===== config.mk =====
export PLATFORM = sky130hd
export DESIGN_NAME = uart_stream_ctrl
export DESIGN_NICKNAME = d
export VERILOG_FILES = /design/src/rtl/uart_stream_ctrl.sv
export SDC_FILE = /design/constraint.sdc
export NUM_CORES = 1
export LEC_CHECK = 0
export BUFFER_PORTS_ARGS = -buffer_cell sky130_fd_sc_hd__buf_2
export CAP_MARGIN = 10
export CORE_AREA = 2 2 172 123
export CTS_BUF_LIST = sky130_fd_sc_hd__clkbuf_8
export DETAILED_ROUTE_END_ITERATION = 6
export DIE_AREA = 0 0 174 125
export PLACE_DENSITY_LB_ADDON = 0.08
export SYNTH_ARGS = -nofsm -noshare
export SYNTH_HDL_FRONTEND = slang
export SYNTH_SLANG_ARGS = --single-unit

===== constraint.sdc =====
create_clock -name i_clk -period 2.9 [get_ports i_clk]
set_input_delay 0.29 -clock i_clk [delete_from_list [all_inputs] [get_ports i_clk]]
set_output_delay 0.29 -clock i_clk [all_outputs]
set_load 0.05 [all_outputs]

===== src/rtl/uart_stream_ctrl.sv =====
// UART transmitter that either sweeps a printable-character pattern or echoes
// bytes captured into a small FIFO. Bit timing comes from a tick counter in the i_clk domain.
module uart_stream_ctrl #(
  parameter int CLK_HZ     = 12000000,
  parameter int BAUD       = 115200,
  parameter int DATA_BITS  = 8,
  parameter int FIFO_DEPTH = 16,
  parameter int PAT_START  = 32,
  parameter int PAT_END    = 126
) (
  input  logic                                 i_clk,
  input  logic                                 i_rst,
  input  logic                                 i_mode,
  input  logic                                 i_start,
  input  logic [DATA_BITS-1:0]                 i_rx_data,
  input  logic                                 i_rx_valid,
  output logic                                 o_tx,
  output logic                                 o_busy,
  output logic [$clog2(FIFO_DEPTH+1)-1:0]      o_fifo_count,
  output logic                                 o_fifo_full,
  output logic                                 o_fifo_empty,
  output logic                                 o_overflow
);

  localparam int DIV = CLK_HZ / BAUD;
  localparam int TW  = (DIV > 1) ? $clog2(DIV) : 1;
  localparam int BW  = $clog2(DATA_BITS);
  localparam int AW  = (FIFO_DEPTH > 1) ? $clog2(FIFO_DEPTH) : 1;
  localparam int CW  = $clog2(FIFO_DEPTH+1);

  localparam logic [DATA_BITS-1:0] PAT_S = DATA_BITS'(PAT_START);
  localparam logic [DATA_BITS-1:0] PAT_E = DATA_BITS'(PAT_END);

  localparam logic [1:0] S_IDLE  = 2'd0;
  localparam logic [1:0] S_START = 2'd1;
  localparam logic [1:0] S_DATA  = 2'd2;
  localparam logic [1:0] S_STOP  = 2'd3;

  logic [1:0]           state;
  logic [TW-1:0]        tick;
  logic [BW-1:0]        bit_cnt;
  logic [DATA_BITS-1:0] shreg;
  logic [DATA_BITS-1:0] pat;
  logic [DATA_BITS-1:0] mem [FIFO_DEPTH];
  logic [AW-1:0]        wr_ptr, rd_ptr;

  logic                 launch, pop, push, bit_end;
  logic [DATA_BITS-1:0] tx_byte;

  assign o_fifo_full  = (o_fifo_count == CW'(FIFO_DEPTH));
  assign o_fifo_empty = (o_fifo_count == '0);

  assign launch  = (state == S_IDLE) && (i_mode ? !o_fifo_empty : i_start);
  assign pop     = launch && i_mode;
  // A full FIFO can still take a byte in the same cycle one leaves for the line.
  assign push    = i_rx_valid && (!o_fifo_full || pop);
  assign bit_end = (tick == TW'(DIV-1));
  assign tx_byte = i_mode ? mem[rd_ptr] : pat;

  always_ff @(posedge i_clk or negedge i_rst) begin
    if (!i_rst) begin
      state   <= S_IDLE;
      tick    <= '0;
      bit_cnt <= '0;
      shreg   <= '0;
      o_tx    <= 1'b1;
      o_busy  <= 1'b0;
    end else begin
      if (state == S_IDLE) tick <= '0;
      else                 tick <= bit_end ? '0 : tick + 1'b1;
      case (state)
        S_IDLE: if (launch) begin
          state   <= S_START;
          bit_cnt <= '0;
          shreg   <= tx_byte;
          o_tx    <= 1'b0;
          o_busy  <= 1'b1;
        end
        S_START: if (bit_end) begin
          state <= S_DATA;
          o_tx  <= shreg[0];
          shreg <= shreg >> 1;
        end
        S_DATA: if (bit_end) begin
          if (bit_cnt == BW'(DATA_BITS-1)) begin
            state <= S_STOP;
            o_tx  <= 1'b1;
          end else begin
            bit_cnt <= bit_cnt + 1'b1;
            o_tx    <= shreg[0];
            shreg   <= shreg >> 1;
          end
        end
        default: if (bit_end) begin
          state  <= S_IDLE;
          o_busy <= 1'b0;
        end
      endcase
    end
  end

  always_ff @(posedge i_clk or negedge i_rst) begin
    if (!i_rst)                pat <= PAT_S;
    else if (launch && !i_mode) pat <= (pat == PAT_E) ? PAT_S : pat + 1'b1;
  end

  always_ff @(posedge i_clk or negedge i_rst) begin
    if (!i_rst) begin
      wr_ptr       <= '0;
      rd_ptr       <= '0;
      o_fifo_count <= '0;
      o_overflow   <= 1'b0;
    end else begin
      if (push) wr_ptr <= wr_ptr + 1'b1;
      if (pop)  rd_ptr <= rd_ptr + 1'b1;
      case ({push, pop})
        2'b10:   o_fifo_count <= o_fifo_count + 1'b1;
        2'b01:   o_fifo_count <= o_fifo_count - 1'b1;
        default: o_fifo_count <= o_fifo_count;
      endcase
      if (i_rx_valid && !push) o_overflow <= 1'b1;
    end
  end

  always_ff @(posedge i_clk) begin
    if (push) mem[wr_ptr] <= i_rx_data;
  end

endmodule


==> impl_results.md, run 1 <==
- Number of cells on the worst reg-to-reg path: 9
- Total standard cell area after synthesis: 0.007508 mm^2
- Syn Inst Count: 481
- Clock slew at reported path FFs: 0.09 ns
- Worst-case clock buffer depth: 2
- Clk sinks: 172
- Cells taking the most area after synthesis: sky130_fd_sc_hd__edfxtp_1 51%, sky130_fd_sc_hd__dfrtp_1 14%, sky130_fd_sc_hd__mux4_2 7.2%
- Worst setup SP type: flop
- Leakage: 3.049 nW
- Number of antenna-violating nets in the routed design: 0
- Routed vias: 4254
- Cell accounting for the most synthesized area: sky130_fd_sc_hd__edfxtp_1
- Number of enable flip-flop cells after synthesis: 128
- Highest routing layer actually used: met4
- Hold Fails Final Rpt: 0
- Std-Cell Rows: 44
- Primary flip-flop cell chosen by synthesis mapping: sky130_fd_sc_hd__edfxtp_1
- Number of setup violations in the final report: 0
- Library cells used by synthesis: 50
- Drt initial violations: 299
- Layout Skew: 0.01513 ns
- Number of buffers inserted by port buffering: 22
- Area growth syn-to-layout: 14.03%
- Most common cell in the netlist: sky130_fd_sc_hd__edfxtp_1
- Met2 WL post-DR: 6725 um
- Vias in the first global route: 4329
- Detailed-routed wire length on met3: 626 um
- Per-cell routed wire length: 19.94 um
- Effective utilization at floorplan: 37.06%
- Post-Route M1 WL: 8953 um
- Pin count of the biggest net entering global routing: 32
- Clock tree from TritonCTS: built
- Clock power frac: 31.5%
- Fraction of final layout cells with drive strength greater than 1: 23.23%
- Core area: 0.02026 mm^2
- Buffer type at the clock tree root: sky130_fd_sc_hd__clkbuf_8
- Initial antenna violation count: 0
- Sw frac: 28.43%
- Part of the total power dissipated in sequential elements: 53.0%
- Setup CP Type: reg -> reg
- Worst reg2reg path startpoint: o_fifo_count[3]
- RSZ-0062 raised after global routing: no
- Sw Pwr: 1.617 mW
- Seq cells post-synth: 172
- Pins over their slew limit: 0
- Critical path capture point type: flop
- Number of detailed-route iterations in the first pass: 4
- Commonest cells in the synthesized netlist: 128 x sky130_fd_sc_hd__edfxtp_1, 42 x sky130_fd_sc_hd__dfrtp_1, 35 x sky130_fd_sc_hd__nand2_1
- Total chip power: 5.686 mW
- Cts repair resizes: 0
- Count of H-tree levels built during CTS: 4
- R2R Setup Slk: 0.23 ns
- Die ar.: 0.02175 mm^2
- Yosys synthesis warning count: 0
- Floorplan die width: 174 um
- Post-synthesis area per instance: 15.61 um^2
- Overall routed net length: 16490 um
- Number of maximum-capacitance constraint violations: 0
- Clock latency on the worst-skew pair: 0.46 ns
- Combinational share of power: 15.4%
- FFs w/ async S/R, synth: 25.58%
- Arr. time, crit path: 3.06 ns
- First-pass GRT wire length: 26020 um
- Residual DRC count: 0
- Sequential fraction of the synthesis area: 65.89%
- Slew margin rel.: 49.32%
- Critical path data required time: 3.29 ns
- CP endpoint: o_fifo_count[4]
- Number of I/O pins: 23
- Final Wtd Congestion: 0.7398
- Aggregate negative setup slack: 0 ns
- CP Launch Point: o_fifo_count[3]
- Remaining global-route overflow: 0
- Detailed placer's ending HPWL: 11590 um
- Number of inserted filler cells in the final layout: 1906
- Internal Dissipation: 4.070 mW
- Maximum clock frequency: 0.3741 GHz
- Power per Cell Area: 664.1 mW/mm^2
- Fraction of synthesized cell area taken by the top area cell type: 51.19%
- Die Y-Extent: 125 um
- Cell depth of the worst hold path: 2
- Final period demand of the worst path: 2.673 ns
- Worst-margin pin slew: 0.7603 ns
- Class of the most critical hold timing path: in -> reg
- # diodes: 0
- Period Utilization, post-route: 92.17%
- GRT Overall Usage: 16.12%
- Worst flop-to-flop path endpoint: o_fifo_count[4]
- Largest driver fanout on the critical path: 5
- Run status: finished clean
- Peak VDD IR: 0.0002649 V
- Via density: 5.144
- Number of CTS-inserted buffers: 17
- Total nets after synthesis: 513
- NumNets Final: 570
## worst max-delay path: stages, from the launching register on
cell	delay, ns
sky130_fd_sc_hd__dfrtp_1	0.44
sky130_fd_sc_hd__or4_1	0.58
sky130_fd_sc_hd__o21bai_2	0.16
sky130_fd_sc_hd__nand2b_1	0.16
sky130_fd_sc_hd__inv_1	0.11
sky130_fd_sc_hd__fa_1	0.41
sky130_fd_sc_hd__a21o_1	0.19
sky130_fd_sc_hd__a21oi_1	0.17
sky130_fd_sc_hd__mux2i_1	0.23
sky130_fd_sc_hd__xor2_1	0.15
## stage by stage
step / util, % / hold WS, ns / cell area (um^2) / instances / setup slack [ns]
3_5_place_dp: 40.13 / 0.4109 / 8130 / 794 / 0.2524
4_1_cts: 42.26 / 0.07464 / 8562 / 827 / 0.2218
6_report: 42.26 / 0.1038 / 8562 / 827 / 0.2271
3_3_place_gp: 40.13 / 0.4025 / 8130 / 794 / 0.2708
5_1_grt: 42.26 / 0.09246 / 8562 / 827 / 0.06820
2_1_floorplan: - / -0.005591 / 7508 / 481 / 0.006756
## flip-flops by register name, summed over array words and instances, names as in the netlist
signal,cells
mem,128
pat,8
shreg,8
tick,7
o_fifo_count,5
rd_ptr,4
wr_ptr,4
bit_cnt,3
state,2
o_busy,1
o_overflow,1
o_tx,1
## worst min path at each step
stage / slack, ns / start / to
after floorplan: -0.006 / i_rst / bit_cnt[0]
after global placement: 0.40 / i_rst / bit_cnt[0]
after detailed placement: 0.41 / i_rst / bit_cnt[2]
after CTS: 0.07 / i_rx_valid / o_overflow
after global routing: 0.09 / i_rx_valid / o_overflow
final: 0.10 / i_rx_valid / o_overflow
## cells in the final DEF, fill, tap and decap left out, types with 3 or more instances in the layout
master	n
sky130_fd_sc_hd__o21ai_0	20
sky130_fd_sc_hd__bufinv_16	3
sky130_fd_sc_hd__edfxtp_1	128
sky130_fd_sc_hd__a21oi_1	7
sky130_fd_sc_hd__buf_2	22
sky130_fd_sc_hd__nor3_1	10
sky130_fd_sc_hd__and3_1	3
sky130_fd_sc_hd__dfrtp_1	41
sky130_fd_sc_hd__clkinv_4	3
sky130_fd_sc_hd__mux2i_1	16
sky130_fd_sc_hd__nor3b_1	4
sky130_fd_sc_hd__nand4_1	3
sky130_fd_sc_hd__mux4_2	24
sky130_fd_sc_hd__nor2_1	12
sky130_fd_sc_hd__a221oi_1	3
sky130_fd_sc_hd__nand3b_1	3
sky130_fd_sc_hd__nand2_1	35
sky130_fd_sc_hd__o31ai_1	3
sky130_fd_sc_hd__xnor2_1	9
sky130_fd_sc_hd__nand3_1	13
sky130_fd_sc_hd__a21o_1	4
sky130_fd_sc_hd__buf_4	33
sky130_fd_sc_hd__a32oi_1	3
sky130_fd_sc_hd__clkbuf_8	17
sky130_fd_sc_hd__o2111ai_1	4
sky130_fd_sc_hd__xor2_1	6
sky130_fd_sc_hd__ha_1	18
sky130_fd_sc_hd__nand2b_1	10
sky130_fd_sc_hd__mux4_1	6
sky130_fd_sc_hd__o211ai_1	5
sky130_fd_sc_hd__nor2b_1	7
sky130_fd_sc_hd__and2_1	10
sky130_fd_sc_hd__inv_1	18
sky130_fd_sc_hd__a22o_1	6
sky130_fd_sc_hd__mux2_2	10
## routing by layer
| metal | track usage, % | vias up |
|---|---|---|
| met3 | 3.041 | 14 |
| li1 | - | 1970 |
| met5 | 0 | - |
| met4 | 4.449 | 0 |
| met2 | 22.19 | 64 |
| met1 | 25.83 | 2206 |
## cells by family (layout without fill, tap and decap cells)
logic type                 after synthesis  in the layout  synth area share, %
AOI/OAI and AO/OA                       66             66                6.099
adders and majority gates               19             19                3.266
muxes                                   56             56                12.93
xor gates and xnor gates                15             15                1.750
and+or+nand+nor                        118            118                8.116
buffers and inverters                   35            105                1.950
DFF                                    172            172                65.89
## area by class of cell
cell class	count	area (um^2)	area share, %
Inverter	17	63.81	0.7453
Multi-Input combinational cell	274	2415	28.20
Clock inverter	15	187.7	2.192
Timing Repair Buffer	56	367.9	4.296
Tap cell	276	345.3	4.033
Clock buffer	17	234.0	2.733
Sequential cell	172	4949	57.80
## power groups by stage
stage | logic (mW) | clock network [mW] | registers [mW]
finish | 0.877 | 1.79 | 3.02
global route | 0.962 | 1.94 | 3.04
CTS | 0.891 | 1.84 | 3.02
detailed placement | 0.888 | 0 | 3.07
global placement | 0.880 | 0 | 3.06
floorplan | 0.411 | 0 | 3.19
## timing repair
action / CTS / global route
hold endpoints to repair: 29 / 0
setup buffers: 0 / 0
hold buffers: 1 / 0
Power figures use the tool's default switching activity.
==> inputs of run 2 (changes only) <==
==> constraint.sdc (replaced) <==
create_clock -name i_clk -period 2.47 [get_ports i_clk]
set_input_delay 0.247 -clock i_clk [delete_from_list [all_inputs] [get_ports i_clk]]
set_output_delay 0.247 -clock i_clk [all_outputs]
set_load 0.05 [all_outputs]
==> run 2 against run 1 <==
Sequential share of layout area is 0.85 points lower. Core utilization is 0.67 points higher. Flip-flop and latch count stayed put. Critical path depth stayed put. Clock skew is 0.0025 ns lower. Maximum frequency is 11% higher. Power is 19% higher. Sequential power is 17% higher. Routed wire length is 2.3% higher. Clock power is 18% higher. Largest power group unchanged. Highest routed layer unchanged.
==> impl_results.md, run 2 (synthesis gave the netlist of run 1 again) <==
- Run status: finished clean
- Number of setup violations in the final report: 0
- Number of inserted filler cells in the final layout: 1869
- Worst flop-to-flop path endpoint: o_fifo_count[4]
- Count of H-tree levels built during CTS: 4
- Critical path cell sequence: or4_4 -> o21bai_4 -> nand2b_4 -> inv_4 -> fa_2 -> a21o_1 -> a21oi_2 -> mux2i_1 -> xor2_1
- Number of maximum-capacitance constraint violations: 0
- Worst reg2reg path startpoint: o_fifo_count[3]
- Slew margin rel.: 57.29%
- Pins over their slew limit: 0
- Critical path data required time: 2.86 ns
- Power per Cell Area: 780.8 mW/mm^2
- Via density: 5.088
- Number of I/O pins: 23
- Clock tree from TritonCTS: built
- Die Y-Extent: 125 um
- Layout Skew: 0.01260 ns
- Most flops, register: mem
- CP endpoint: o_fifo_count[4]
- Floorplan die width: 174 um
- First-pass GRT wire length: 26530 um
- Class of the most critical hold timing path: in -> reg
- Pin count of the biggest net entering global routing: 45
- Largest driver fanout on the critical path: 4
- RSZ-0062 raised after global routing: yes
- Number of antenna-violating nets in the routed design: 0
- Final core utilization: 42.93%
- Number of buffers inserted by port buffering: 22
- Number of CTS-inserted buffers: 17
- Buffer type at the clock tree root: sky130_fd_sc_hd__clkbuf_8
- Largest registers: mem (128), pat (8), shreg (8)
- Commonest non-fill, non-tap cell in the layout: sky130_fd_sc_hd__edfxtp_1
- GRT Overall Usage: 16.53%
- Slowest stage cell on the critical path: sky130_fd_sc_hd__or4_4
- Overall routed net length: 16880 um
- Routed vias: 4228
- Clock latency on the worst-skew pair: 0.46 ns
- R2R Setup Slk: 0.06 ns
- Core area: 0.02026 mm^2
- Max FFs per register: 128
- Hold Fails Final Rpt: 0
- Final period demand of the worst path: 2.406 ns
- Period Utilization, post-route: 97.42%
- Setup CP Type: reg -> reg
- Number of detailed-route iterations in the first pass: 4
- Per-cell routed wire length: 20.31 um
- Commonest cells after routing, fill and taps aside: 128 x sky130_fd_sc_hd__edfxtp_1, 37 x sky130_fd_sc_hd__dfrtp_1, 35 x sky130_fd_sc_hd__nand2_1
- Clock slew at reported path FFs: 0.09 ns
- Residual DRC count: 0
- Peak VDD IR: 0.0004379 V
- Number of cells on the worst reg-to-reg path: 9
- Initial antenna violation count: 0
- Highest cell delay on the worst timing path: 0.56 ns
- Drt initial violations: 318
- Clk sinks: 172
- Placement Setup Slack: 0.02480 ns
- Critical path capture point type: flop
- Post-route setup slack: 0.06369 ns
- Vias in the first global route: 4413
- Die ar.: 0.02175 mm^2
- Worst setup SP type: flop
- Remaining global-route overflow: 0
- Arr. time, crit path: 2.80 ns
- NumNets Final: 574
- Effective utilization at floorplan: 37.06%
- CP Launch Point: o_fifo_count[3]
- Worst-margin pin slew: 0.6407 ns
- Leakage: 3.093 nW
- Worst-case clock buffer depth: 2
- Std-Cell Rows: 44
- # diodes: 0
- Detailed placer's ending HPWL: 11730 um
- Maximum clock frequency: 0.4156 GHz
- Area growth syn-to-layout: 15.85%
- Final cell count without fillers: 831
- Final Wtd Congestion: 0.7328
- Fraction of final layout cells with drive strength greater than 1: 26.49%
- Placed Instances: 797
## run 2: changes by cell type in the layout (fill, tap and decap cells not counted), sizes merged
cell,previous run,this run
buf,55,59
clkinv,3,6
clkinvlp,2,0
inv,24,23
## run 2: how the worst min path moves through the flow
stage,from,endpoint,slack (ns),depth (start not counted)
finish,i_rx_valid,o_overflow,0.05,2
CTS,i_rx_valid,o_overflow,0.01,2
floorplan,i_rst,bit_cnt[0],-0.05,0
global placement,i_rst,pat[7],0.38,2
global route,i_rx_valid,o_overflow,0.02,2
detailed placement,i_rst,pat[3],0.39,2
## run 2: stage by stage
stage	setup TNS [ns]	hold slack (ns)	area, um^2	power, mW
detailed placement	0	0.3918	8250	4.746
global placement	0	0.3809	8250	4.728
global route	-0.09691	0.02385	8698	7.117
finish	0	0.04600	8698	6.792
floorplan	-0.1459	-0.04859	7543	4.259
CTS	0	0.01232	8680	6.859
## run 2: report_power, final
| group | internal (mW) | leakage [nW] | switching [mW] |
|---|---|---|---|
| registers | 3.41 | 1.71 | 0.134 |
| logic | 0.423 | 1.17 | 0.713 |
| clock network | 1.02 | 0.215 | 1.10 |
| total | 4.85 | 3.09 | 1.94 |
## run 2: layout make-up
type | instances | area (um^2) | share of cell area, %
clock buffers | 17 | 234.0 | 2.690
repair buffers | 60 | 460.4 | 5.293
inverters | 17 | 66.31 | 0.7624
flip-flops and latches | 172 | 4954 | 56.95
clock inverters | 15 | 185.2 | 2.129
multi-input cells | 274 | 2454 | 28.21
well taps | 276 | 345.3 | 3.970
## run 2: critical path: cells and delay by family (launching register included)
kind | cells | cell delay (ns)
flops | 1 | 0.41
buf+inv | 1 | 0.05
fa+ha+maj | 1 | 0.33
simple gates | 2 | 0.72
compound gates | 3 | 0.46
xor+xnor | 1 | 0.15
mux | 1 | 0.22
## run 2: metal layers
metal	GRT usage, %	wire length, um	vias up
met1	26.02	9139	2175
li1	-	-	1978
met5	0	0	-
met2	23.04	7069	65
met3	3.406	535	10
met4	4.647	131	0
## run 2: what timing repair did
item	CTS	global route
resized for setup	0	8
setup endpoints to repair	1	68
cloned	0	0
buffers inserted	0	1
pin swaps	3	4
endpoints found under the hold margin	42	0
hold buffers	1	0
==> inputs of run 3 (changes only) <==
--- a/config.mk
+++ b/config.mk
@@ -7,11 +7,12 @@
 export LEC_CHECK = 0
 export BUFFER_PORTS_ARGS = -buffer_cell sky130_fd_sc_hd__buf_2
 export CAP_MARGIN = 10
-export CORE_AREA = 2 2 172 123
+export CORE_AREA = 2 2 167 120
 export CTS_BUF_LIST = sky130_fd_sc_hd__clkbuf_8
 export DETAILED_ROUTE_END_ITERATION = 6
-export DIE_AREA = 0 0 174 125
+export DIE_AREA = 0 0 169 122
 export PLACE_DENSITY_LB_ADDON = 0.08
 export SYNTH_ARGS = -nofsm -noshare
 export SYNTH_HDL_FRONTEND = slang
 export SYNTH_SLANG_ARGS = --single-unit
+export TNS_END_PERCENT = 100
==> run 3 against run 2 <==
Die area fell by 5.2%. First-iteration DRC count rose by 5.0%. Largest cell class unchanged. Clock-buffer cell count did not move.
==> impl_results.md, run 3 (synthesis gave the netlist of run 1 again) <==
- Run status: finished clean
- Arr. time, crit path: 2.18 ns
- Worst-case clock buffer depth: 2
- Fraction of final layout cells with drive strength greater than 1: 26.30%
- Initial antenna violation count: 0
- Detailed placer's ending HPWL: 11470 um
- Part of the total power dissipated in sequential elements: 53.8%
- Routed vias: 4314
- Worst-margin pin slew: 0.5189 ns
- Leakage: 3.074 nW
- NumNets Final: 578
- Power per Cell Area: 761.6 mW/mm^2
- Count of H-tree levels built during CTS: 4
- Number of inserted filler cells in the final layout: 1713
- First-pass GRT wire length: 25100 um
- Worst setup SP type: flop
- Sw frac: 29.11%
- Clock latency on the worst-skew pair: 0.45 ns
- Commonest cells after routing, fill and taps aside: 128 x sky130_fd_sc_hd__edfxtp_1, 39 x sky130_fd_sc_hd__buf_4, 38 x sky130_fd_sc_hd__dfrtp_1
- Die ar.: 0.02062 mm^2
- Pins over their slew limit: 0
- Slew margin rel.: 65.14%
- Max FFs per register: 128
- Via density: 5.352
- Class of the most critical hold timing path: in -> reg
- Multi-input combinational cell area: 0.002451 mm^2
- Buffer type at the clock tree root: sky130_fd_sc_hd__clkbuf_8
- Critical path data required time: 2.22 ns
- Hold Fails Final Rpt: 0
- Area taken by flip-flops and latches: 0.004952 mm^2
- GRT Overall Usage: 16.73%
- Core area: 0.01926 mm^2
- Clock tree from TritonCTS: built
- Period Utilization, post-route: 98.26%
- Vias in the first global route: 4246
- Effective utilization at floorplan: 38.98%
- Number of setup violations in the final report: 0
- Overall routed net length: 16110 um
- Clk sinks: 172
- Number of I/O pins: 23
- # diodes: 0
- Number of CTS-inserted buffers: 17
- Floorplan die width: 169 um
- Remaining global-route overflow: 0
- Std-Cell Rows: 43
- Setup CP Type: reg -> out
- Peak VDD IR: 0.0006254 V
- Maximum clock frequency: 0.4120 GHz
- RSZ-0062 raised after global routing: yes
- Worst reg2reg path startpoint: o_fifo_count[0]
- Pin count of the biggest net entering global routing: 23
- Number of antenna-violating nets in the routed design: 0
- Clock slew at reported path FFs: 0.10 ns
- Clock power frac: 28.7%
- Most flops, register: mem
- Largest registers: mem (128), pat (8), shreg (8)
- Die Y-Extent: 122 um
- Residual DRC count: 0
- Number of detailed-route iterations in the first pass: 5
- Final period demand of the worst path: 2.427 ns
- Startpoint of the tightest hold check path: i_rx_valid
- Combinational share of power: 17.5%
- Area growth syn-to-layout: 14.63%
- Critical path capture point type: primary output
- Layout Skew: 0.01480 ns
- Total chip power: 6.555 mW
- Number of buffers inserted by port buffering: 22
- Aggregate negative setup slack: 0 ns
- Final Wtd Congestion: 0.7472
- Number of maximum-capacitance constraint violations: 0
- Per-cell routed wire length: 19.98 um
- CP Launch Point: o_fifo_count[0]
- Commonest non-fill, non-tap cell in the layout: sky130_fd_sc_hd__edfxtp_1
- Internal Dissipation: 4.646 mW
- Sw Pwr: 1.908 mW
- Drt initial violations: 334
- Largest driver fanout on the critical path: 3
-- run 3: critical path: stages, from the launching register on --
cell and delay, ns:
sky130_fd_sc_hd__dfrtp_2 0.41, sky130_fd_sc_hd__or4_4 0.55, sky130_fd_sc_hd__buf_4 0.15, sky130_fd_sc_hd__buf_4 0.13
sky130_fd_sc_hd__nor2_1 0.19, sky130_fd_sc_hd__clkbuf_4 0.28
-- run 3: what timing repair did --
item	4_1_cts	5_1_grt
hold buffers	1	0
endpoints found under the setup margin	0	59
gates resized for setup	0	4
endpoints found under the hold margin	22	0
buffers inserted	0	4
-- run 3: area by class of cell --
type	instances	area share, %
Clock buffer	17	2.718
Clock inverter	15	1.614
Inverter	17	0.7705
Multi-Input combinational cell	274	28.48
Sequential cell	172	57.54
Tap cell	247	3.591
Timing Repair Buffer	64	5.291
-- run 3: final timing paths --
check | endpoint | slack [ns] | cells after the start
worst max-delay path | o_fifo_empty | 0.04 | 5
worst min-delay path | o_overflow | 0.06 | 2
worst max register to register | o_fifo_count[4] | 0.08 | 9
worst min register to register | tick[0] | 0.49 | 1
max in group asynchronous | o_tx | 1.59 | 3
min in group asynchronous | tick[6] | 0.22 | 2
-- run 3: stage by stage --
step	area, um^2	setup slack, ns	util, %	hold WS [ns]	std cells
floorplan	7543	-0.1269	-	-0.04859	481
global placement	8184	0.04652	42.49	0.1509	769
detailed placement	8184	0.04391	42.49	0.1565	769
CTS	8567	0.01638	44.48	0.02405	802
global route	8607	-0.06208	44.69	0.02177	806
finish	8607	0.04291	44.69	0.06027	806
-- run 3: per-layer routing --
layer  share of wire, %  vias up  GRT usage (%)
met5                  0        -              0
met4               0.58        0          3.579
met3                3.7        8          4.191
met2                 43       78          23.74
met1                 53     2246          25.97
li1                   -     1982              -
-- run 3: power groups by stage --
stage | Combinational (mW) | Sequential (mW) | Clock, mW
3_3_place_gp | 1.13 | 3.58 | 0
2_1_floorplan | 0.500 | 3.76 | 0
5_1_grt | 1.26 | 3.55 | 2.07
4_1_cts | 1.14 | 3.53 | 1.94
6_report | 1.15 | 3.53 | 1.88
3_5_place_dp | 1.14 | 3.59 | 0
